## config.mk

```make
export PLATFORM = sky130hd
export DESIGN_NAME = branch_unit
export DESIGN_NICKNAME = d
export VERILOG_FILES = /design/src/rtl/branch_unit.sv
export SDC_FILE = /design/constraint.sdc
export NUM_CORES = 1
export LEC_CHECK = 0
export BUFFER_PORTS_ARGS = -buffer_cell sky130_fd_sc_hd__buf_4
export CAP_MARGIN = 20
export CORE_ASPECT_RATIO = 1.1
export CORE_MARGIN = 4
export CORE_UTILIZATION = 43
export DETAILED_ROUTE_END_ITERATION = 12
export PLACE_DENSITY = 0.95
export SLEW_MARGIN = 10
export SYNTH_ARGS = -nofsm -noshare
export SYNTH_HDL_FRONTEND = slang
export SYNTH_SLANG_ARGS = --single-unit
```

## constraint.sdc

```tcl
create_clock -name clk -period 5.3 [get_ports clk]
set_input_delay 0.795 -clock clk [delete_from_list [all_inputs] [get_ports clk]]
set_output_delay 0.795 -clock clk [all_outputs]
set_load 0.01 [all_outputs]
```

## src/rtl/branch_unit.sv

```systemverilog
// Branch-decision block of the RV32I core: evaluates conditional-branch compares
// and unconditional jumps, registering the PC-select decision with one clock of latency.
module branch_unit (
  input  logic        clk,
  input  logic        rst_n,
  input  logic [31:0] rs1,
  input  logic [31:0] rs2,
  input  logic [4:0]  BrOp,
  output logic        NextPCSrc
);

  // RISC-V funct3 encodings carried in BrOp[2:0] for conditional branches
  typedef enum logic [2:0] {
    F3_BEQ  = 3'b000,
    F3_BNE  = 3'b001,
    F3_RSV2 = 3'b010,
    F3_RSV3 = 3'b011,
    F3_BLT  = 3'b100,
    F3_BGE  = 3'b101,
    F3_BLTU = 3'b110,
    F3_BGEU = 3'b111
  } funct3_t;

  logic    w_eq;
  logic    w_lt_s;
  logic    w_lt_u;
  funct3_t w_funct3;
  logic    taken_d;

  assign w_eq     = (rs1 == rs2);
  assign w_lt_s   = ($signed(rs1) < $signed(rs2));
  assign w_lt_u   = (rs1 < rs2);
  assign w_funct3 = funct3_t'(BrOp[2:0]);

  // Unknown or reserved codes fall through to not-taken
  always_comb begin
    taken_d = 1'b0;
    if (BrOp[4] == 1'b1) begin
      taken_d = 1'b1;
    end else if (BrOp[3] == 1'b1) begin
      case (w_funct3)
        F3_BEQ:  taken_d = w_eq;
        F3_BNE:  taken_d = ~w_eq;
        F3_BLT:  taken_d = w_lt_s;
        F3_BGE:  taken_d = ~w_lt_s;
        F3_BLTU: taken_d = w_lt_u;
        F3_BGEU: taken_d = ~w_lt_u;
        default: taken_d = 1'b0;
      endcase
    end
  end

  always_ff @(posedge clk) begin
    if (!rst_n) begin
      NextPCSrc <= 1'b0;
    end else begin
      NextPCSrc <= taken_d;
    end
  end

endmodule

```

==> results.py, run 1 <==
metrics = {
    "placed_design": {
        "dp.cells": 227,
        "hpwl_mm": 2.55,
        "dpl_cell_area_um2": 1500,
        "routabilityCongestion": 0.722,
        "io_buffers": 71,
    },
    "drt": {
        "vias": 1162,
        "ant_nets": 0,
        "wl_mm": 2.72,
        "top_layer": "met3",
        "vias_per_cell": 5.12,
        "wl_met1_um": 972,
        "drcViolationCount": 0,
        "post_drt_wl_per_cell_um": 12.0,
        "drt-pass1-iter-count": 3,
        "met3_wirelength_um": 214,
        "routed-wl-met2_mm": 1.53,
        "drt_iter0_markers": 8,
    },
    "hold_path": {
        "holdPathStages": 3,
        "hold_class": "input pin to flop",
        "hold_path_end": "NextPCSrc",
        "min_from": "rst_n",
    },
    "final_layout": {
        "fin_area_um2": 1500,
        "fin_cells": 227,
        "nFillCells": 169,
        "reg_top3": "NextPCSrc: 1 flops",
        "largest_reg_flops": 1,
        "multi_input_area_um2": 788,
        "n_antenna_cell": 0,
        "area_growth_pct": 60.9,
        "drive_gt1_share_pct": 38.2,
        "fin_nets": 304,
        "largest-register": "NextPCSrc",
        "regArea_um2": 20.0,
    },
    "sta": {
        "whs_ns": 1.10,
        "fmax_mhz": 381,
        "fin_crit_ns": 2.62,
        "rsz0062_at_grt": "false",
        "final.setup.tns_ns": 0,
        "slew_headroom_pct": 78.6,
        "hold_viol": 0,
        "final-setup-viol-count": 0,
        "slew_violations": 0,
        "fin_crit_sh_pct": 49.5,
        "worstMarginPinSlew_ns": 0.316,
    },
    "synthesis": {
        "ys.flop_type": "dfxtp_1",
        "synth_top_area_share_pct": 43.0,
        "netlist_area_um2": 932,
        "yosysSeqAreaShare_pct": 2.15,
        "synth.distinct_cells": 28,
        "synth.top_cells.by_count": "33 x inv_1, 32 x ha_1, 14 x a21oi_1",
        "synth_warnings": 0,
        "synth_edf_count": 0,
        "synth.area.top_cells": "ha_1 43%, inv_1 13%, a21oi_1 7.5%",
        "synth_xor_xnor_area_share_pct": 0.940,
        "yosys.area_share.simple_pct": 21.6,
        "synth_compound_area_share_pct": 19.1,
        "synth_top_family_by_area": "adder cells",
        "yosysMostFrequentCell": "inv_1",
        "synth_top_area_cell": "ha_1",
        "synthArstFlopShare_pct": 0,
        "synth_nets": 231,
        "synth_fa_ha_area_share_pct": 43.0,
        "syn_avg_cell_area_um2": 7.28,
        "syn_inst": 128,
        "ys_seq_elements": 1,
        "synth_mux_area_share_pct": 0,
    },
    "global_route": {
        "grt_first_pass_wirelength_mm": 4.62,
        "antenna_found_initial": 0,
        "grt.total_usage_pct": 18.6,
        "gr-total-overflow": 0,
        "grt_pass1_vias": 1255,
        "grt_start_max_net_pins": 6,
    },
    "cts": {
        "cts.clk_slew.worst_paths_ns": 0,
        "cts_post_setup_buffers_inserted": 0,
        "cts_repair_resize_count": 0,
        "holdBufCountCts": 0,
    },
    "run_status": {
        "status": "completed",
    },
    "die": {
        "start_util_pct": 45.6,
        "die-area_um2": 2980,
        "dieWidth_um": 52.4,
        "coreArea_um2": 2040,
        "rows": 17,
        "pin_count": 72,
        "die_height_um": 56.8,
    },
    "run": {
        "max_cap_violations": 0,
    },
    "critical_path": {
        "worst-path-max-fanout": 3,
        "critPathLaunchType": "input pin",
        "worstSetupEndpointType": "flop",
        "cp_data_required_time_ns": 5.24,
        "path_class": "input pin to flop",
        "critPathArrivalTime_ns": 2.56,
    },
    "pwr": {
        "ir_worst_vdd_mv": 0.0473,
        "p_leak_nw": 0.887,
        "finalPower_w": 0.000111,
        "cellPowerDensity_nw_per_um2": 73.9,
    },
}
-- per-stage QoR --
stage               worst slack, ns  util (%)
detailed placement             2.67      73.5
global placement               2.75      73.5
floorplan                      2.92         -
finish                         2.68      73.5
CTS                            2.67      73.5
global route                   2.51      73.5
-- critical path: stages --
cell	delay [ns]
buf_4	0.11
ha_1	0.32
nand4_1	0.13
or4_4	0.55
nor2_2	0.14
nor4b_1	0.29
o311ai_1	0.13
nand3b_1	0.09
-- power breakdown --
part | switching [W] | total, W | internal [W]
clock network | 0 | 0 | 0
registers | 0.000000327 | 0.00000888 | 0.00000855
logic | 0.0000411 | 0.000102 | 0.0000609
total | 0.0000414 | 0.000111 | 0.0000694
-- per-layer routing --
| metal | vias to the layer above | GRT usage [%] |
|---|---|---|
| met2 | 45 | 40.2 |
| li1 | 602 | - |
| met5 | - | 0 |
| met3 | 0 | 1.33 |
| met1 | 515 | 19.0 |
| met4 | 0 | 0.365 |
-- cells by family (layout without fill, tap and decap cells) --
logic type / Yosys count / after routing
simple gates: 33 / 33
buf+inv: 33 / 104
flops: 1 / 1
xor+xnor: 1 / 1
fa+ha+maj: 32 / 32
compound gates: 28 / 28
-- final cells by class --
type / instances / share of cell area, %
timing repair buffer: 71 / 35.5
tap: 28 / 2.34
sequential: 1 / 1.33
multi-input combinational: 94 / 52.5
inverter: 33 / 8.26
-- cell usage in the layout (no fill, tap or decap), types with 2 or more instances in the layout --
cell type   n
nand2_1     8
nand4_1     8
ha_1       32
a221oi_1    2
nor4b_1     2
nor2_1      2
o21ai_0     4
buf_4      71
nand3_1     3
or4_4       2
nor3_1      2
a21oi_1    14
inv_1      33
-- how the worst max path moves through the flow --
stage	slack [ns]	cells past startpoint	endpoint	start
final	2.68	8	NextPCSrc	rs1[23]
after global routing	2.51	8	NextPCSrc	rs1[23]
after CTS	2.67	8	NextPCSrc	rs1[23]
after detailed placement	2.67	8	NextPCSrc	rs1[23]
after global placement	2.75	8	NextPCSrc	rs1[31]
after floorplan	2.92	8	NextPCSrc	rs2[23]
No activity file was read; power rests on OpenSTA's default activity.
==> inputs of run 2 (changes only) <==
- CORE_UTILIZATION: 43 -> 36
- PLACE_DENSITY: 0.95 -> 0.87
- clock period: 5.3 -> 2.3 ns (I/O delays scaled with it)
==> run 2 against run 1 <==
Against the previous run: sequential power grew 130%; sequential share of layout area is essentially flat; design area grew 0.25%; flip-flop and latch count is the same; first-iteration DRC count grew 13%; global-route usage shrank 5.2 points; die area grew 16%; via count shrank 0.43%; total power grew 130%.
==> results.py, run 2 (synthesis results as in run 1) <==
metrics = {
    "critical_path": {
        "slowest_stage": "or4_4",
        "worst-path-max-fanout": 3,
        "worstSetupEndpointType": "flop",
        "slowest_delay_ns": 0.52,
        "critPathArrivalTime_ns": 1.98,
        "critPathBufInv": 1,
        "critPathLaunchType": "input pin",
        "cp_cell_sequence": "buf_4, ha_1, nand4_2, or4_4, nor2_2, nor4b_1, o311ai_1, nand3b_1",
        "path_class": "input pin to flop",
        "critical-path-top-delay-family": "simple AND/OR/NAND/NOR gates",
        "cp_data_required_time_ns": 2.17,
    },
    "global_route": {
        "antenna_found_initial": 0,
        "grt_first_pass_wirelength_mm": 4.01,
        "gr-total-overflow": 0,
        "grt_start_max_net_pins": 6,
        "grt_pass1_vias": 1104,
        "grt.total_usage_pct": 13.5,
    },
    "cts": {
        "cts_post_setup_buffers_inserted": 0,
        "holdBufCountCts": 0,
        "cts_repair_resize_count": 0,
        "cts.clk_slew.worst_paths_ns": 0,
    },
    "run_status": {
        "status": "completed",
    },
    "final_layout": {
        "largest-register": "NextPCSrc",
        "n_antenna_cell": 0,
        "nFillCells": 246,
        "drive_gt1_share_pct": 38.2,
        "area_growth_pct": 61.3,
        "largest_reg_flops": 1,
        "regArea_um2": 20.0,
        "final_common_cell": "buf_4",
        "reg_top3": "NextPCSrc: 1 flops",
        "fin_nets": 304,
        "final_core_util_pct": 60.3,
        "fin_area_um2": 1500,
        "multi_input_area_um2": 788,
        "mostFrequentLayoutCells": "71 x buf_4, 33 x inv_1, 32 x ha_1",
    },
    "die": {
        "rows": 19,
        "dieWidth_um": 56.5,
        "die_height_um": 61.4,
        "coreArea_um2": 2500,
        "start_util_pct": 37.3,
        "pin_count": 72,
        "die-area_um2": 3470,
    },
    "drt": {
        "ant_nets": 0,
        "drt-pass1-iter-count": 2,
        "wl_mm": 2.41,
        "post_drt_wl_per_cell_um": 10.5,
        "drt_iter0_markers": 9,
        "drcViolationCount": 0,
        "vias_per_cell": 5.03,
        "vias": 1157,
    },
    "placed_design": {
        "dpl_cell_area_um2": 1500,
        "io_buffers": 71,
        "routabilityCongestion": 0.754,
        "hpwl_mm": 2.36,
    },
    "sta": {
        "hold_viol": 0,
        "rsz0062_at_grt": "false",
        "slew_violations": 0,
        "final-setup-viol-count": 0,
        "final.setup.tns_ns": 0,
        "slew_headroom_pct": 79.0,
        "fin_crit_sh_pct": 91.6,
        "worstMarginPinSlew_ns": 0.314,
        "fin_crit_ns": 2.11,
        "fmax_mhz": 474,
    },
    "hold_path": {
        "hold_class": "input pin to flop",
    },
    "run": {
        "max_cap_violations": 0,
    },
    "pwr": {
        "p_leak_nw": 0.887,
        "cellPowerDensity_nw_per_um2": 166,
        "ir_worst_vdd_mv": 0.0925,
        "finalPower_w": 0.000250,
    },
}
==> run 2: path summary, 6_finish.rpt <==
check / from / endpoint / slack, ns / cells after the start
worst min-delay path: BrOp[4] / NextPCSrc / 0.64 / 3
worst max-delay path: rs1[27] / NextPCSrc / 0.19 / 8
==> run 2: final cells by class <==
type                            instances  share of cell area (%)
Sequential cell                         1                    1.33
Tap cell                               31                    2.58
Timing Repair Buffer                   71                    35.4
Inverter                               33                    8.24
Multi-Input combinational cell         94                    52.4
==> run 2: power breakdown <==
group          internal, W  switching (W)  total [W]
Combinational     0.000139      0.0000902   0.000229
Clock                    0              0          0
Sequential       0.0000197    0.000000472  0.0000202
Total             0.000159      0.0000907   0.000250
==> run 2: tightest hold or removal path, stage by stage <==
cell and delay (ns):
buf_4 0.08, o311ai_1 0.09, nand3b_1 0.08
==> run 2: per-layer routing <==
layer	routed length, um	share of wire (%)	global-route usage, %
met1	856	36	14.2
met2	1280	53	28.1
met3	275	11	3.98
met4	0	0	0
met5	0	0	0
==> run 2: stage by stage <==
| stage | hold slack [ns] | instances | setup slack [ns] |
|---|---|---|---|
| 5_1_grt | 0.657 | 230 | 0.0689 |
| 4_1_cts | 0.649 | 230 | 0.169 |
| 6_report | 0.643 | 230 | 0.192 |
| 3_3_place_gp | 0.636 | 230 | 0.199 |
| 3_5_place_dp | 0.649 | 230 | 0.173 |
| 2_1_floorplan | 0.528 | 128 | 0.371 |
==> inputs of run 3 (changes only) <==
- BUFFER_PORTS_ARGS: -buffer_cell sky130_fd_sc_hd__buf_4 -> not set
- CORE_UTILIZATION: 36 -> 57
- DONT_BUFFER_PORTS: not set -> 1
- PLACE_DENSITY: 0.87 -> 0.85
==> run 3 against run 2 <==
Against the previous run: design area down 37%; first-iteration DRC count down 67%; critical path type unchanged; largest power group unchanged; critical endpoint unchanged; cell count down 37%.
==> results.py, run 3 (synthesis results as in run 1) <==
metrics = {
    "run_status": {
        "status": "completed",
    },
    "critical_path": {
        "worstSetupEndpointType": "flop",
        "critPathArrivalTime_ns": 1.92,
        "critPathLaunchType": "input pin",
        "setup.worst_path.start": "rs2[19]",
        "endpoint": "NextPCSrc",
        "cp_data_required_time_ns": 2.17,
        "cp_cell_sequence": "inv_1, ha_1, nand4_1, or4_4, nor2_2, nor4b_1, o311ai_1, nand3b_1",
        "critPathBufInv": 1,
        "critical-path-top-delay-family": "simple AND/OR/NAND/NOR gates",
        "slowest_delay_ns": 0.57,
        "slowest_stage": "or4_4",
        "worst-path-max-fanout": 3,
        "path_depth": 8,
        "path_class": "input pin to flop",
    },
    "hold_path": {
        "hold_class": "input pin to flop",
    },
    "global_route": {
        "grt_pass1_vias": 837,
        "gr-total-overflow": 0,
        "grt_start_max_net_pins": 6,
        "grt_first_pass_wirelength_mm": 3.11,
        "antenna_found_initial": 0,
        "grt.total_usage_pct": 16.6,
    },
    "sta": {
        "hold_viol": 0,
        "worstMarginPinSlew_ns": 0.319,
        "slew_headroom_pct": 78.7,
        "final.setup.tns_ns": 0,
        "fin_crit_ns": 2.05,
        "slew_violations": 0,
        "rsz0062_at_grt": "false",
        "final-setup-viol-count": 0,
        "fin_crit_sh_pct": 89.1,
        "setup_ws_ns": 0.251,
        "fmax_mhz": 488,
    },
    "die": {
        "pin_count": 72,
        "coreArea_um2": 1560,
        "die_height_um": 50.4,
        "rows": 15,
        "start_util_pct": 59.8,
        "dieWidth_um": 46.6,
        "die-area_um2": 2350,
    },
    "drt": {
        "drt-pass1-iter-count": 4,
        "vias_per_cell": 5.99,
        "post_drt_wl_per_cell_um": 14.0,
        "vias": 869,
        "drt_iter0_markers": 3,
        "wl_mm": 2.03,
        "ant_nets": 0,
        "drcViolationCount": 0,
    },
    "final_layout": {
        "final_common_cell": "inv_1",
        "n_antenna_cell": 0,
        "largest_reg_flops": 1,
        "fin_nets": 233,
        "drive_gt1_share_pct": 3.91,
        "largest-register": "NextPCSrc",
        "mostFrequentLayoutCells": "33 x inv_1, 32 x ha_1, 14 x a21oi_1",
        "area_growth_pct": 2.28,
        "reg_top3": "NextPCSrc: 1 flops",
    },
    "cts": {
        "cts_post_setup_buffers_inserted": 0,
        "holdBufCountCts": 0,
        "cts.clk_slew.worst_paths_ns": 0,
        "cts_repair_resize_count": 0,
    },
    "run": {
        "max_cap_violations": 0,
    },
    "pwr": {
        "ir_worst_vdd_mv": 0.0810,
        "cellPowerDensity_nw_per_um2": 164,
        "p_leak_nw": 0.546,
    },
    "placed_design": {
        "dp_slack_ns": 0.249,
        "hpwl_mm": 2.00,
        "io_buffers": 0,
        "routabilityCongestion": 0.725,
    },
}
==> run 3: cell types whose count changed in the layout (fill, tap and decap cells not counted) <==
cell and change:
buf_4 -71
==> run 3: power breakdown <==
part	internal (W)	total, W	switching, W
Clock	0	0	0
Combinational	0.0000646	0.000135	0.0000702
Sequential	0.0000197	0.0000216	0.00000184
Total	0.0000843	0.000156	0.0000720
==> run 3: worst min-delay path by stage <==
stage                from         to  slack [ns]  depth (start not counted)
floorplan           rst_n  NextPCSrc        0.53                          2
global placement    rst_n  NextPCSrc        0.54                          2
detailed placement  rst_n  NextPCSrc        0.55                          2
CTS                 rst_n  NextPCSrc        0.55                          2
global route        rst_n  NextPCSrc        0.57                          2
finish              rst_n  NextPCSrc        0.55                          2
==> run 3: area by class of cell <==
type	instances	area (um^2)
Multi-Input combinational cell	94	788
Sequential cell	1	20.0
Fill cell	136	604
Tap cell	17	21.3
Inverter	33	124
==> run 3: per-layer routing <==
layer	GRT usage (%)	part of all wire, %
met2	33.0	56
met5	0	0
met3	3.23	6.9
met4	0	0
met1	18.1	37
==> run 3: through the flow <==
stage	hold slack [ns]	total power [W]	cells	util [%]	area, um^2
2_1_floorplan	0.528	0.000131	128	-	932
3_3_place_gp	0.539	0.000147	145	61.2	953
4_1_cts	0.549	0.000158	145	61.2	953
3_5_place_dp	0.549	0.000158	145	61.2	953
5_1_grt	0.567	0.000180	145	61.2	953
6_report	0.546	0.000156	145	61.2	953
